--- src/rtl/tamper_event_monitor_if.sv ---
// Bundle between tamper flag sources / system controller and the tamper event monitor.
// master drives the raw flags and controls, slave is the monitor itself.
interface tamper_event_monitor_if #(
   parameter int NUM_CH = 8
);
   logic [NUM_CH-1:0] event_in;
   logic              clear;
   logic [NUM_CH-1:0] clear_mask;
   logic              zeroize_ack;
   logic [NUM_CH-1:0] event_latched;
   logic [3:0]        detect_category;
   logic              detect_valid;
   logic              tamper_change_strobe;
   logic [7:0]        event_count;
   logic              lockdown_all_n;
   logic              disable_all_ios_n;
   logic              zeroize_n;
   logic [2:0]        state;

   modport master (
      output event_in, clear, clear_mask, zeroize_ack,
      input  event_latched, detect_category, detect_valid, tamper_change_strobe,
             event_count, lockdown_all_n, disable_all_ios_n, zeroize_n, state
   );

   modport slave (
      input  event_in, clear, clear_mask, zeroize_ack,
      output event_latched, detect_category, detect_valid, tamper_change_strobe,
             event_count, lockdown_all_n, disable_all_ios_n, zeroize_n, state
   );
endinterface

--- src/rtl/tamper_event_monitor.sv ---
// Tamper event filter/latch with priority category report and a lockdown/zeroize
// response sequencer.
//
// state      | meaning
// IDLE       | no lockdown-class event latched, all requests released
// LOCKDOWN   | lockdown requested, IOs disabled if an IO-class event is latched
// ZERO_PEND  | zeroize countdown running, cancelled if zeroize events are cleared
// ZEROIZE    | zeroize requested, waiting for acknowledge
// DONE       | zeroize acknowledged, held until reset
module tamper_event_monitor #(
   parameter int                NUM_CH        = 8,
   parameter int                FILTER_CYCLES = 4,
   parameter logic [NUM_CH-1:0] LOCKDOWN_MASK = {NUM_CH{1'b1}},
   parameter logic [NUM_CH-1:0] IOS_MASK      = '0,
   parameter logic [NUM_CH-1:0] ZEROIZE_MASK  = '0,
   parameter int                ZEROIZE_DELAY = 16
) (
   input logic                   clk,
   input logic                   reset,
   tamper_event_monitor_if.slave bus
);

   localparam int             CW       = $clog2(FILTER_CYCLES + 1);
   localparam logic [CW-1:0]  FILT_TC  = CW'(FILTER_CYCLES);
   localparam int             TW       = (ZEROIZE_DELAY > 1) ? $clog2(ZEROIZE_DELAY) : 1;
   localparam logic [TW-1:0]  TMR_LOAD = TW'(ZEROIZE_DELAY - 1);

   typedef enum logic [2:0] {
      ST_IDLE      = 3'd0,
      ST_LOCKDOWN  = 3'd1,
      ST_ZERO_PEND = 3'd2,
      ST_ZEROIZE   = 3'd3,
      ST_DONE      = 3'd4
   } state_t;

   state_t            state;
   state_t            state_nxt;
   logic [CW-1:0]     filt_cnt [NUM_CH];
   logic [NUM_CH-1:0] qual;
   logic [NUM_CH-1:0] latched;
   logic [NUM_CH-1:0] latched_d;
   logic [NUM_CH-1:0] latched_nxt;
   logic              clear_en;
   logic              qual_any_q;
   logic [3:0]        category;
   logic              valid;
   logic              strobe;
   logic [7:0]        count;
   logic [TW-1:0]     zero_tmr;
   logic              lockdown_n;
   logic              dis_ios_n;
   logic              zero_n;
   logic              l_any;
   logic              z_any;
   logic              i_any;

   function automatic logic [3:0] lowest_idx(input logic [NUM_CH-1:0] v);
      lowest_idx = 4'd0;
      for (int i = NUM_CH - 1; i >= 0; i--)
         if (v[i]) lowest_idx = 4'(i);
   endfunction

   // A channel qualifies only on the sample that brings its counter to terminal count,
   // so a long high run produces a single qualification.
   always_comb begin
      qual = '0;
      for (int i = 0; i < NUM_CH; i++)
         qual[i] = bus.event_in[i] && (filt_cnt[i] == FILT_TC - CW'(1));
   end

   always_ff @(posedge clk) begin
      if (reset) begin
         for (int i = 0; i < NUM_CH; i++) filt_cnt[i] <= '0;
      end else begin
         for (int i = 0; i < NUM_CH; i++) begin
            if (!bus.event_in[i])          filt_cnt[i] <= '0;
            else if (filt_cnt[i] != FILT_TC) filt_cnt[i] <= filt_cnt[i] + CW'(1);
         end
      end
   end

   assign clear_en    = bus.clear && (state != ST_ZEROIZE) && (state != ST_DONE);
   assign latched_nxt = (latched & ~(clear_en ? bus.clear_mask : '0)) | qual;

   always_ff @(posedge clk) begin
      if (reset) begin
         latched    <= '0;
         latched_d  <= '0;
         qual_any_q <= 1'b0;
         category   <= 4'd0;
         valid      <= 1'b0;
         strobe     <= 1'b0;
         count      <= 8'd0;
      end else begin
         latched    <= latched_nxt;
         latched_d  <= latched;
         qual_any_q <= |qual;
         category   <= lowest_idx(latched);
         valid      <= |latched;
         strobe     <= (latched != latched_d);
         if (qual_any_q && (count != 8'hff)) count <= count + 8'd1;
      end
   end

   assign l_any = |(latched & LOCKDOWN_MASK);
   assign z_any = |(latched & ZEROIZE_MASK);
   assign i_any = |(latched & IOS_MASK);

   always_comb begin
      state_nxt = state;
      case (state)
         ST_IDLE: begin
            if (z_any)      state_nxt = ST_ZERO_PEND;
            else if (l_any) state_nxt = ST_LOCKDOWN;
         end
         ST_LOCKDOWN: begin
            if (z_any)       state_nxt = ST_ZERO_PEND;
            else if (!l_any) state_nxt = ST_IDLE;
         end
         ST_ZERO_PEND: begin
            if (!z_any)               state_nxt = l_any ? ST_LOCKDOWN : ST_IDLE;
            else if (zero_tmr == '0)  state_nxt = ST_ZEROIZE;
         end
         ST_ZEROIZE: begin
            if (bus.zeroize_ack) state_nxt = ST_ZEROIZE;
            if (bus.zeroize_ack) state_nxt = ST_DONE;
         end
         ST_DONE:    state_nxt = ST_DONE;
         default:    state_nxt = ST_IDLE;
      endcase
   end

   // Request outputs are registered from the next state so they align with STATE.
   always_ff @(posedge clk) begin
      if (reset) begin
         state      <= ST_IDLE;
         zero_tmr   <= '0;
         lockdown_n <= 1'b1;
         dis_ios_n  <= 1'b1;
         zero_n     <= 1'b1;
      end else begin
         state <= state_nxt;
         if ((state_nxt == ST_ZERO_PEND) && (state != ST_ZERO_PEND))
            zero_tmr <= TMR_LOAD;
         else if ((state == ST_ZERO_PEND) && (zero_tmr != '0))
            zero_tmr <= zero_tmr - TW'(1);
         lockdown_n <= (state_nxt == ST_IDLE);
         zero_n     <= (state_nxt != ST_ZEROIZE);
         dis_ios_n  <= !((state_nxt == ST_ZEROIZE) || (state_nxt == ST_DONE) ||
                         (((state_nxt == ST_LOCKDOWN) || (state_nxt == ST_ZERO_PEND)) && i_any));
      end
   end

   assign bus.event_latched        = latched;
   assign bus.detect_category      = category;
   assign bus.detect_valid         = valid;
   assign bus.tamper_change_strobe = strobe;
   assign bus.event_count          = count;
   assign bus.lockdown_all_n       = lockdown_n;
   assign bus.disable_all_ios_n    = dis_ios_n;
   assign bus.zeroize_n            = zero_n;
   assign bus.state                = state;

endmodule

--- src/flat_wrapper.sv ---
// flat-port wrapper written by rule: the top's interface ports become plain ports
module tamper_event_monitor_flat 
#(
   parameter int                NUM_CH        = 8,
   parameter int                FILTER_CYCLES = 4,
   parameter logic [NUM_CH-1:0] LOCKDOWN_MASK = {NUM_CH{1'b1}},
   parameter logic [NUM_CH-1:0] IOS_MASK      = '0,
   parameter logic [NUM_CH-1:0] ZEROIZE_MASK  = '0,
   parameter int                ZEROIZE_DELAY = 16
)
  (clk, reset, bus_event_in, bus_clear, bus_clear_mask, bus_zeroize_ack, bus_event_latched, bus_detect_category, bus_detect_valid, bus_tamper_change_strobe, bus_event_count, bus_lockdown_all_n, bus_disable_all_ios_n, bus_zeroize_n, bus_state);
  tamper_event_monitor_if #(.NUM_CH(NUM_CH)) bus_i ();
  input logic clk;
  input logic reset;
  input wire logic [$bits(bus_i.event_in)-1:0] bus_event_in;
  input wire logic [$bits(bus_i.clear)-1:0] bus_clear;
  input wire logic [$bits(bus_i.clear_mask)-1:0] bus_clear_mask;
  input wire logic [$bits(bus_i.zeroize_ack)-1:0] bus_zeroize_ack;
  output wire logic [$bits(bus_i.event_latched)-1:0] bus_event_latched;
  output wire logic [$bits(bus_i.detect_category)-1:0] bus_detect_category;
  output wire logic [$bits(bus_i.detect_valid)-1:0] bus_detect_valid;
  output wire logic [$bits(bus_i.tamper_change_strobe)-1:0] bus_tamper_change_strobe;
  output wire logic [$bits(bus_i.event_count)-1:0] bus_event_count;
  output wire logic [$bits(bus_i.lockdown_all_n)-1:0] bus_lockdown_all_n;
  output wire logic [$bits(bus_i.disable_all_ios_n)-1:0] bus_disable_all_ios_n;
  output wire logic [$bits(bus_i.zeroize_n)-1:0] bus_zeroize_n;
  output wire logic [$bits(bus_i.state)-1:0] bus_state;
  assign bus_i.event_in = bus_event_in;
  assign bus_i.clear = bus_clear;
  assign bus_i.clear_mask = bus_clear_mask;
  assign bus_i.zeroize_ack = bus_zeroize_ack;
  assign bus_event_latched = bus_i.event_latched;
  assign bus_detect_category = bus_i.detect_category;
  assign bus_detect_valid = bus_i.detect_valid;
  assign bus_tamper_change_strobe = bus_i.tamper_change_strobe;
  assign bus_event_count = bus_i.event_count;
  assign bus_lockdown_all_n = bus_i.lockdown_all_n;
  assign bus_disable_all_ios_n = bus_i.disable_all_ios_n;
  assign bus_zeroize_n = bus_i.zeroize_n;
  assign bus_state = bus_i.state;
  tamper_event_monitor #(.NUM_CH(NUM_CH), .FILTER_CYCLES(FILTER_CYCLES), .LOCKDOWN_MASK(LOCKDOWN_MASK), .IOS_MASK(IOS_MASK), .ZEROIZE_MASK(ZEROIZE_MASK), .ZEROIZE_DELAY(ZEROIZE_DELAY)) u_core (.clk(clk), .reset(reset), .bus(bus_i));
endmodule
--- config.mk ---
export PLATFORM = sky130hd
export DESIGN_NAME = tamper_event_monitor_flat
export DESIGN_NICKNAME = d
export VERILOG_FILES = /design/src/rtl/tamper_event_monitor_if.sv /design/src/rtl/tamper_event_monitor.sv /design/src/flat_wrapper.sv
export SDC_FILE = /design/constraint.sdc
export NUM_CORES = 1
export LEC_CHECK = 0
export ABC_AREA = 0
export CORE_AREA = 4 4 78 80
export DETAILED_ROUTE_END_ITERATION = 6
export DIE_AREA = 0 0 82 84
export GPL_ROUTABILITY_DRIVEN = 0
export PLACE_DENSITY_LB_ADDON = 0.12
export SYNTH_ARGS = -nofsm -noshare
export SYNTH_HDL_FRONTEND = slang
export SYNTH_SLANG_ARGS = --single-unit
export TNS_END_PERCENT = 10
--- constraint.sdc ---
create_clock -name clk -period 1.9 [get_ports clk]
set_clock_uncertainty 0.15 [all_clocks]
set_input_delay 0.475 -clock clk [delete_from_list [all_inputs] [get_ports clk]]
set_output_delay 0.475 -clock clk [all_outputs]
set_load 0.05 [all_outputs]
# Word-level counts from Yosys, hierarchy flattened
# Memories as Yosys holds them, arrays and structs flattened.
# Cells that the tools add are included.
[totals]
regBits = 37
ram_bits = 24
input_bits = 20
memories = 1
[classes]
add_sub_neg = 9
eq_ne = 27
muxes = 87
n_bitwise = 19
reduce_logical = 21
[mem_list]
columns = ["name", "depth", "word_bits", "rd", "rd_clocked_by_memory_dff", "wr", "line", "text"]
rows = [
  ["u_core.filt_cnt", 8, 3, 8, 0, 8, "tamper_event_monitor.sv:38", "logic [CW-1:0] filt_cnt [NUM_CH];"],
]
[ops]
columns = ["op", "count"]
rows = [
  ["3-bit two-way mux", 23],
  ["1-bit two-way mux", 60],
  ["3-bit by 2-bit == test with 1-bit output, second input constant", 11],
  ["3-bit != test, second input constant", 9],
  ["3-bit by 1-bit adder with 3-bit output, second input constant", 8],
  ["8-bit OR reduction", 3],
  ["1-bit OR", 16],
  ["3-bit one-hot mux with 5 select lines", 1],
  ["1-bit logical AND", 11],
  ["8-bit by 1-bit adder with 8-bit output, second input constant", 1],
  ["8-bit bitwise AND", 1],
  ["8-bit two-way mux", 1],
  ["8-bit != test", 1],
  ["8-bit != test, second input constant", 1],
  ["8-bit inverter", 1],
  ["8-bit OR", 1],
  ["3-bit == test, second input constant", 2],
  ["3-bit logical NOT", 2],
  ["3-bit by 2-bit != test with 1-bit output, second input constant", 2],
  ["5-bit OR reduction", 1],
  ["2-bit two-way mux", 2],
  ["3-bit by 1-bit == test with 1-bit output, second input constant", 1],
  ["3-bit OR reduction", 1],
  ["2-bit OR reduction", 1],
  ["2 further kinds", 2],
]

# Depth between registers and ports, before layout
# Gate-level depths: netlist of run 1.
[logic_depth]
ltp_word = 7
mapped_depth = 5
mapped_depth_nobuf = 5

# Worst setup path before layout of run 1
# Ideal clock, no wire load.
[synth_timing]
kind = "register to register"
from = "reg u_core.count[0], in the netlist u_core.bus.event_count[0]"
to = "reg u_core.count[1], in the netlist u_core.bus.event_count[1]"
setup_time_ns = 0.128
arrival_time_ns = 1.528
path_slack_ns = 0.094
path_stages_with_launch = 6
path_buffers = 0
synth_period_minus_slack_ns = 1.806
path_cell_list = "dfxtp_1 ha_1 nand3_1 o21ai_1 mux2i_1 nor2_1"
[synth_between]
elab_chain_len = 2
word_cells_on_any_way = 3
classes_between = "1 x add/sub; 1 x eq/ne; 1 x reduce/logical"
[synth_lines]
columns = ["item", "line", "text"]
rows = [
  ["from (decl)", "tamper_event_monitor.sv:48", "logic [7:0] count;"],
  ["from (signal assigned)", "tamper_event_monitor.sv:101", "if (qual_any_q && (count != 8'hff)) count <= count + 8'd1;"],
  ["branches (longest 2 deep; another with 8-bit by 1-bit adder with 8-bit output)", "n/a", ""],
]
# Parallel ways; which one is timed is not known.
# A chain may end at the register's enable or synchronous reset.

# Worst setup path in the final report of run 1
[layout_timing]
from = "reg u_core.latched[0], in the netlist u_core.bus.event_latched[0]"
to = "out bus_event_latched[0]"
[layout_rtl]
columns = ["item", "line", "text"]
rows = [
  ["from (decl)", "tamper_event_monitor.sv:40", "logic [NUM_CH-1:0] latched;"],
  ["from (signal assigned)", "tamper_event_monitor.sv:95", "latched <= latched_nxt;"],
  ["to (decl)", "flat_wrapper.sv:19", "output wire logic [$bits(bus_i.event_latched)-1:0] bus_event_latched;"],
]
# No word-level cell between the ends.

==> results of run 1 <==
-- state kept, by name (all words and copies together) (netlist names) --
name,cells
u_core.bus.disable_all_ios_n,1
u_core.bus.zeroize_n,1
u_core.bus.state,3
u_core.qual_any_q,1
u_core.bus.detect_valid,1
u_core.bus.event_count,8
u_core.filt_cnt,24
u_core.bus.lockdown_all_n,1
u_core.bus.event_latched,8
u_core.bus.detect_category,3
u_core.bus.tamper_change_strobe,1
u_core.latched_d,8
-- placed cells by master, fill, tap and decap left out, types with 9 or more instances in the layout --
cell	synthesis	final
xor2_1	9	9
nand3_1	12	12
clkdlybuf4s50_1	0	19
dfxtp_1	36	36
and3_1	10	10
edfxtp_1	24	24
a21oi_1	16	16
nand2_1	28	28
inv_1	33	33
buf_12	0	20
buf_4	1	12
nor2_1	37	37
ha_1	25	25
clkbuf_8	0	12
nor2b_1	9	9
-- layout make-up --
class	instances	area, um^2
inverters	33	123.9
fillers	446	1670
multi-input cells	188	1220
clock inverters	2	10.01
clock buffers	13	168.9
well taps	72	90.09
repair buffers	51	680.7
flip-flops and latches	60	1441
-- report_power, final --
group	internal (mW)	switching (mW)
registers	1.36	0.0183
logic	0.0857	0.0886
clock network	0.569	0.467
-- cell families (layout without fill, tap and decap cells) --
logic type,Yosys count,after routing,share of synthesized area
compound gates,32,32,0.07679
flops,60,60,0.5113
xor+xnor,12,12,0.03729
mux,1,1,0.003551
buf+inv,41,99,0.05593
fa+ha+maj,25,25,0.1110
other cells,1,1,0.001330
simple gates,117,117,0.2028
-- worst max-delay path by stage --
stage                                startpoint                         to  slack (ns)  depth (start not counted)
floorplan             u_core.bus.event_count[0]  u_core.bus.event_count[1]        0.09                          5
detailed placement                        reset     u_core.filt_cnt[0][10]        0.01                          4
global route        u_core.bus.event_latched[5]        u_core.bus.state[0]        0.13                          4
finish              u_core.bus.event_latched[0]       bus_event_latched[0]        0.22                          1
global placement                          reset      u_core.filt_cnt[0][9]        0.06                          4
CTS                 u_core.bus.event_latched[0]       bus_event_latched[0]        0.20                          1
-- layer usage --
layer,global-route usage,share of wire,vias up
li1,-,-,1090
met1,0.2166,0.46,951
met2,0.2572,0.47,40
met3,0.05616,0.047,9
met4,0.07704,0.020,0
met5,0,0,-
-- through the flow --
step	power [mW]	hold slack (ns)
finish	2.586	0.4217
detailed placement	1.580	0.4234
floorplan	1.492	0.4024
global placement	1.576	0.4034
global route	2.687	0.4446
CTS	2.611	0.4312
-- worst min-delay path, cell delays in order (launching register included) --
cell	delay, ns
dfxtp_1	0.37
inv_1	0.11
nor2_1	0.05
==> summary.txt, run 1 <==
Yosys
  – Mapped cell area: 2819 um^2
  – Main flop type after synthesis: dfxtp_1
  – Area share of the largest cell type after synthesis: 0.2557
  – Synth top area cells: dfxtp_1, edfxtp_1, ha_1, nor2_1, inv_1
  – Register area share after synthesis: 0.5113
  – Synth async-reset ratio: 0
  – Largest area contributor in the netlist: dfxtp_1
  – EDFF count, synth: 24
  – Most common cell in the netlist: nor2_1
  – Syn nets: 334
  – Number of library cell types mapped by synthesis: 36
  – Synth Instances: 289
  – Avg Synthesized Cell Area: 9.754 um^2
  – Register bit total from synthesis: 60
  – Most instantiated cells after synthesis: nor2_1, dfxtp_1, inv_1
  – Yosys warnings: 0

Global routing
  – Overflow after GRT: 0
  – Global-route wire length before repair: between 8000 and 9000 um
  – Vias in the first global route: 1955
  – Largest net degree at the start of global routing: 31
  – All-Layer GR Usage: 0.1698
  – Initial antenna violation count: 0

Critical path
  – Reg2Reg Depth: 4
  – Slowest stage cell, crit path: dfxtp_1
  – Crit. End Element: output pin
  – Startpoint Class: flop
  – Top delay family on crit path: flip-flops
  – Reg-to-reg slack, setup: around 0.24 ns
  – Crit path max fanout: 7
  – CP Cell Sequence: buf_12
  – Required @ worst endpoint: around 1.3 ns
  – R2R Path Start: u_core.bus.event_latched[4]
  – CP arrival: ~1.1 ns
  – Buf/Inv on CP: 1
  – CP max stage delay: between 0.5 and 0.6 ns
  – Critical path class: reg2out
  – Reg2reg end: u_core.bus.state[0]

Hold path
  – Hold WC Path Type: reg2reg
  – Hold Path Sink: u_core.latched_d[5]
  – Hold path cells: 2
  – Hold Crit Start: u_core.bus.event_latched[5]

Power
  – Maximum VDD drop: around 0.0005 V
  – Leakage: 1.563 nW
  – Power density cells: 692.5 nW/um^2

Clocking
  – Clk_lat worst skew: 0.33 ns
  – CTS sink count: 60
  – H-tree depth: 3
  – Clk slew on worst S/H paths: 0.06 ns
  – Number of buffers on the longest clock path: 2
  – Setup repair bufs after CTS: 0
  – Hold Buf Count CTS: 0
  – CTS tree: built
  – Clk root buf: clkbuf_8
  – Cts bufs inserted: 9
  – # resized after CTS: 0

Route
  – Vias per Instance: around 5.0
  – Routed WL per cell: around 13 um
  – Remaining DRCs: 0
  – Via count: 2090
  – Router iterations before antenna repair: 4
  – Antenna-violating nets left: 0
  – DRT iter0 DRCs: 116
  – Final wirelength: around 5400 um

Final layout
  – Nets: 388
  – Area growth from synthesis to layout: 32.49%
  – Final Cell Area: 3735 um^2
  – Final core occ: 0.6910
  – Non-filler cells, final: ~420
  – Layout cells sized above 1: 0.1441
  – Antenna cell count: 0

Die
  – Ports: 48
  – Site Rows: 27
  – Die ar.: 6888 um^2
  – Die extent in x: 82 um
  – Core area: 5405 um^2
  – Die Y: 84 um
  – Initial Util: 0.5215

STA
  – Period minus WS final: 1.677 ns
  – Setup TNS: 0 ns
  – Period utilization: 0.8828
  – RSZ-0062 raised after global routing: no
  – Setup violators final: 0
  – Final WS setup: between 0.2 and 0.25 ns
  – Final Hold Vio Count: 0
  – F_max: just under 0.6 GHz
  – Fin. max-slew vios: 0

Status
  – Status: finished clean

Placement
  – Area post-placement: 3556 um^2
  – Place WS: roughly 0.011 ns
  – Inst Count DP: 404
  – HPWL Detailed: ~4200 um
  – Port Buffers: 46

Run
  – Max Cap Violations: 0
(Power assumes the default switching activity.)
==> run 2: changes to the inputs <==
--- a/config.mk
+++ b/config.mk
@@ -11,6 +11,8 @@
 export DIE_AREA = 0 0 82 84
 export GPL_ROUTABILITY_DRIVEN = 0
 export PLACE_DENSITY_LB_ADDON = 0.12
+export SETUP_SLACK_MARGIN = 0.3
+export SLEW_MARGIN = 0
 export SYNTH_ARGS = -nofsm -noshare
 export SYNTH_HDL_FRONTEND = slang
 export SYNTH_SLANG_ARGS = --single-unit
==> summary.txt, run 2 (synthesis results as in run 1) <==
Critical path
  – Top delay family on crit path: simple AND/OR/NAND/NOR gates
  – Required @ worst endpoint: around 2 ns
  – Startpoint Class: flop
  – Reg2reg end: u_core.bus.state[0]
  – Crit path max fanout: 2
  – R2R Path Start: u_core.bus.event_latched[6]
  – Crit. End Element: flop
  – Buf/Inv on CP: 0
  – CP max stage delay: 0.54 ns
  – CP Cell Sequence: or4_4 -> nor3_2 -> nand2_1 -> and3_1
  – Slowest stage cell, crit path: or4_4
  – Reg-to-reg slack, setup: 0.28 ns
  – Reg2Reg Depth: 4
  – Critical path class: reg2reg
  – CP arrival: 1.69 ns

Final layout
  – Most frequent cells in the layout: nor2_1, inv_1, dfxtp_1
  – Most common cell after layout, fill and taps aside: nor2_1
  – Layout cells sized above 1: 0.1709
  – Top reg by flops: u_core.filt_cnt
  – Final core occ: 0.6838
  – Multi-input logic area: between 1000 and 1500 um^2
  – Area growth from synthesis to layout: 31.11%
  – Max reg flops: 24
  – Nets: between 300 and 400
  – Sequential Area: between 1000 and 1500 um^2
  – Antenna cell count: 0
  – # fillers: 441

Route
  – Via count: 2215
  – Final wirelength: 5634 um
  – Vias per Instance: 5.236
  – DRT iter0 DRCs: 89
  – Router iterations before antenna repair: 4
  – Remaining DRCs: 0
  – Antenna-violating nets left: 0
  – Routed WL per cell: between 10 and 15 um

Die
  – Die extent in x: 82 um
  – Initial Util: 0.5215
  – Die Y: 84 um
  – Site Rows: 27
  – Ports: 48
  – Die ar.: 6888 um^2
  – Core area: 5405 um^2

Status
  – Status: finished clean

Clocking
  – CTS tree: built
  – Clk slew on worst S/H paths: roughly 0.07 ns
  – Hold Buf Count CTS: 0
  – Number of buffers on the longest clock path: 2
  – H-tree depth: 3
  – Cts bufs inserted: 9
  – Clk_lat worst skew: between 0.3 and 0.4 ns
  – Setup repair bufs after CTS: 0
  – CTS sink count: 60
  – Clk root buf: clkbuf_8
  – # resized after CTS: 1

STA
  – F_max: 0.6168 GHz
  – RSZ-0062 raised after global routing: yes
  – Setup TNS: 0 ns
  – Period utilization: 0.8533
  – Final WS setup: 0.2788 ns
  – Fin. max-slew vios: 0
  – Setup violators final: 0
  – Final Hold Vio Count: 0
  – Period minus WS final: 1.621 ns

Hold path
  – Hold Path Sink: u_core.bus.event_count[0]
  – Hold WC Path Type: reg2reg
  – Hold Crit Start: u_core.bus.event_count[0]
  – Hold path cells: 2

Placement
  – Place WS: 0.01680 ns
  – HPWL Detailed: 4344 um
  – Port Buffers: 46

Global routing
  – Largest net degree at the start of global routing: 19
  – All-Layer GR Usage: 0.1849
  – Overflow after GRT: 0
  – Global-route wire length before repair: 9825 um
  – Initial antenna violation count: 0
  – Vias in the first global route: 2238

Run
  – Max Cap Violations: 0

Power
  – Leakage: approximately 1.6 nW
  – Power density cells: 671.7 nW/um^2
  – Maximum VDD drop: 0.0003575 V
## run 2: cell types whose count changed in the layout (fill, tap and decap cells not counted), sizes merged
cell / delta
clkbuf: -3
clkinvlp: +1
clkinv: +3
buf: +3
## run 2: worst max-delay path by stage
stage | start | end | depth (start not counted)
after floorplan | u_core.bus.event_latched[6] | u_core.bus.state[0] | 4
after global placement | reset | u_core.bus.zeroize_n | 3
after detailed placement | reset | u_core.bus.zeroize_n | 3
after CTS | u_core.bus.event_count[3] | bus_event_count[3] | 2
after global routing | u_core.bus.event_count[0] | u_core.bus.event_count[1] | 5
final | u_core.bus.event_latched[6] | u_core.bus.state[0] | 4
## run 2: per-layer routing
| layer | GRT usage | wire [um] | vias to the layer above |
|---|---|---|---|
| li1 | - | - | 1107 |
| met4 | 0.1088 | 176 | 0 |
| met5 | 0 | 0 | - |
| met3 | 0.03240 | 227 | 15 |
| met1 | 0.2279 | 2484 | 1044 |
| met2 | 0.2961 | 2746 | 49 |
## run 2: area by class of cell
type | instances | share of cell area
clock inverters | 6 | 0.008463
well taps | 72 | 0.02437
multi-input cells | 188 | 0.3301
flip-flops and latches | 60 | 0.3923
clock buffers | 10 | 0.03453
repair buffers | 54 | 0.1767
inverters | 33 | 0.03351
## run 2: report_power, final
group	switching, mW	internal, mW	leakage (nW)
logic	0.0903	0.0831	0.893
clock network	0.475	0.458	0.0832
registers	0.0178	1.36	0.584
total	0.583	1.90	1.56
## run 2: metrics by stage
stage,area (um^2),instances,hold slack (ns),total power [mW]
after floorplan,2824,289,0.4024,1.493
after global routing,3696,423,0.4246,2.586
final,3696,423,0.3881,2.483
after detailed placement,3533,407,0.3774,1.578
after CTS,3694,423,0.3955,2.509
after global placement,3533,407,0.3806,1.574
## run 2: worst reg2reg max path: stages (launching register included)
cell and delay, ns:
dfxtp_1 0.31, or4_4 0.54, nor3_2 0.21, nand2_1 0.11, and3_1 0.19
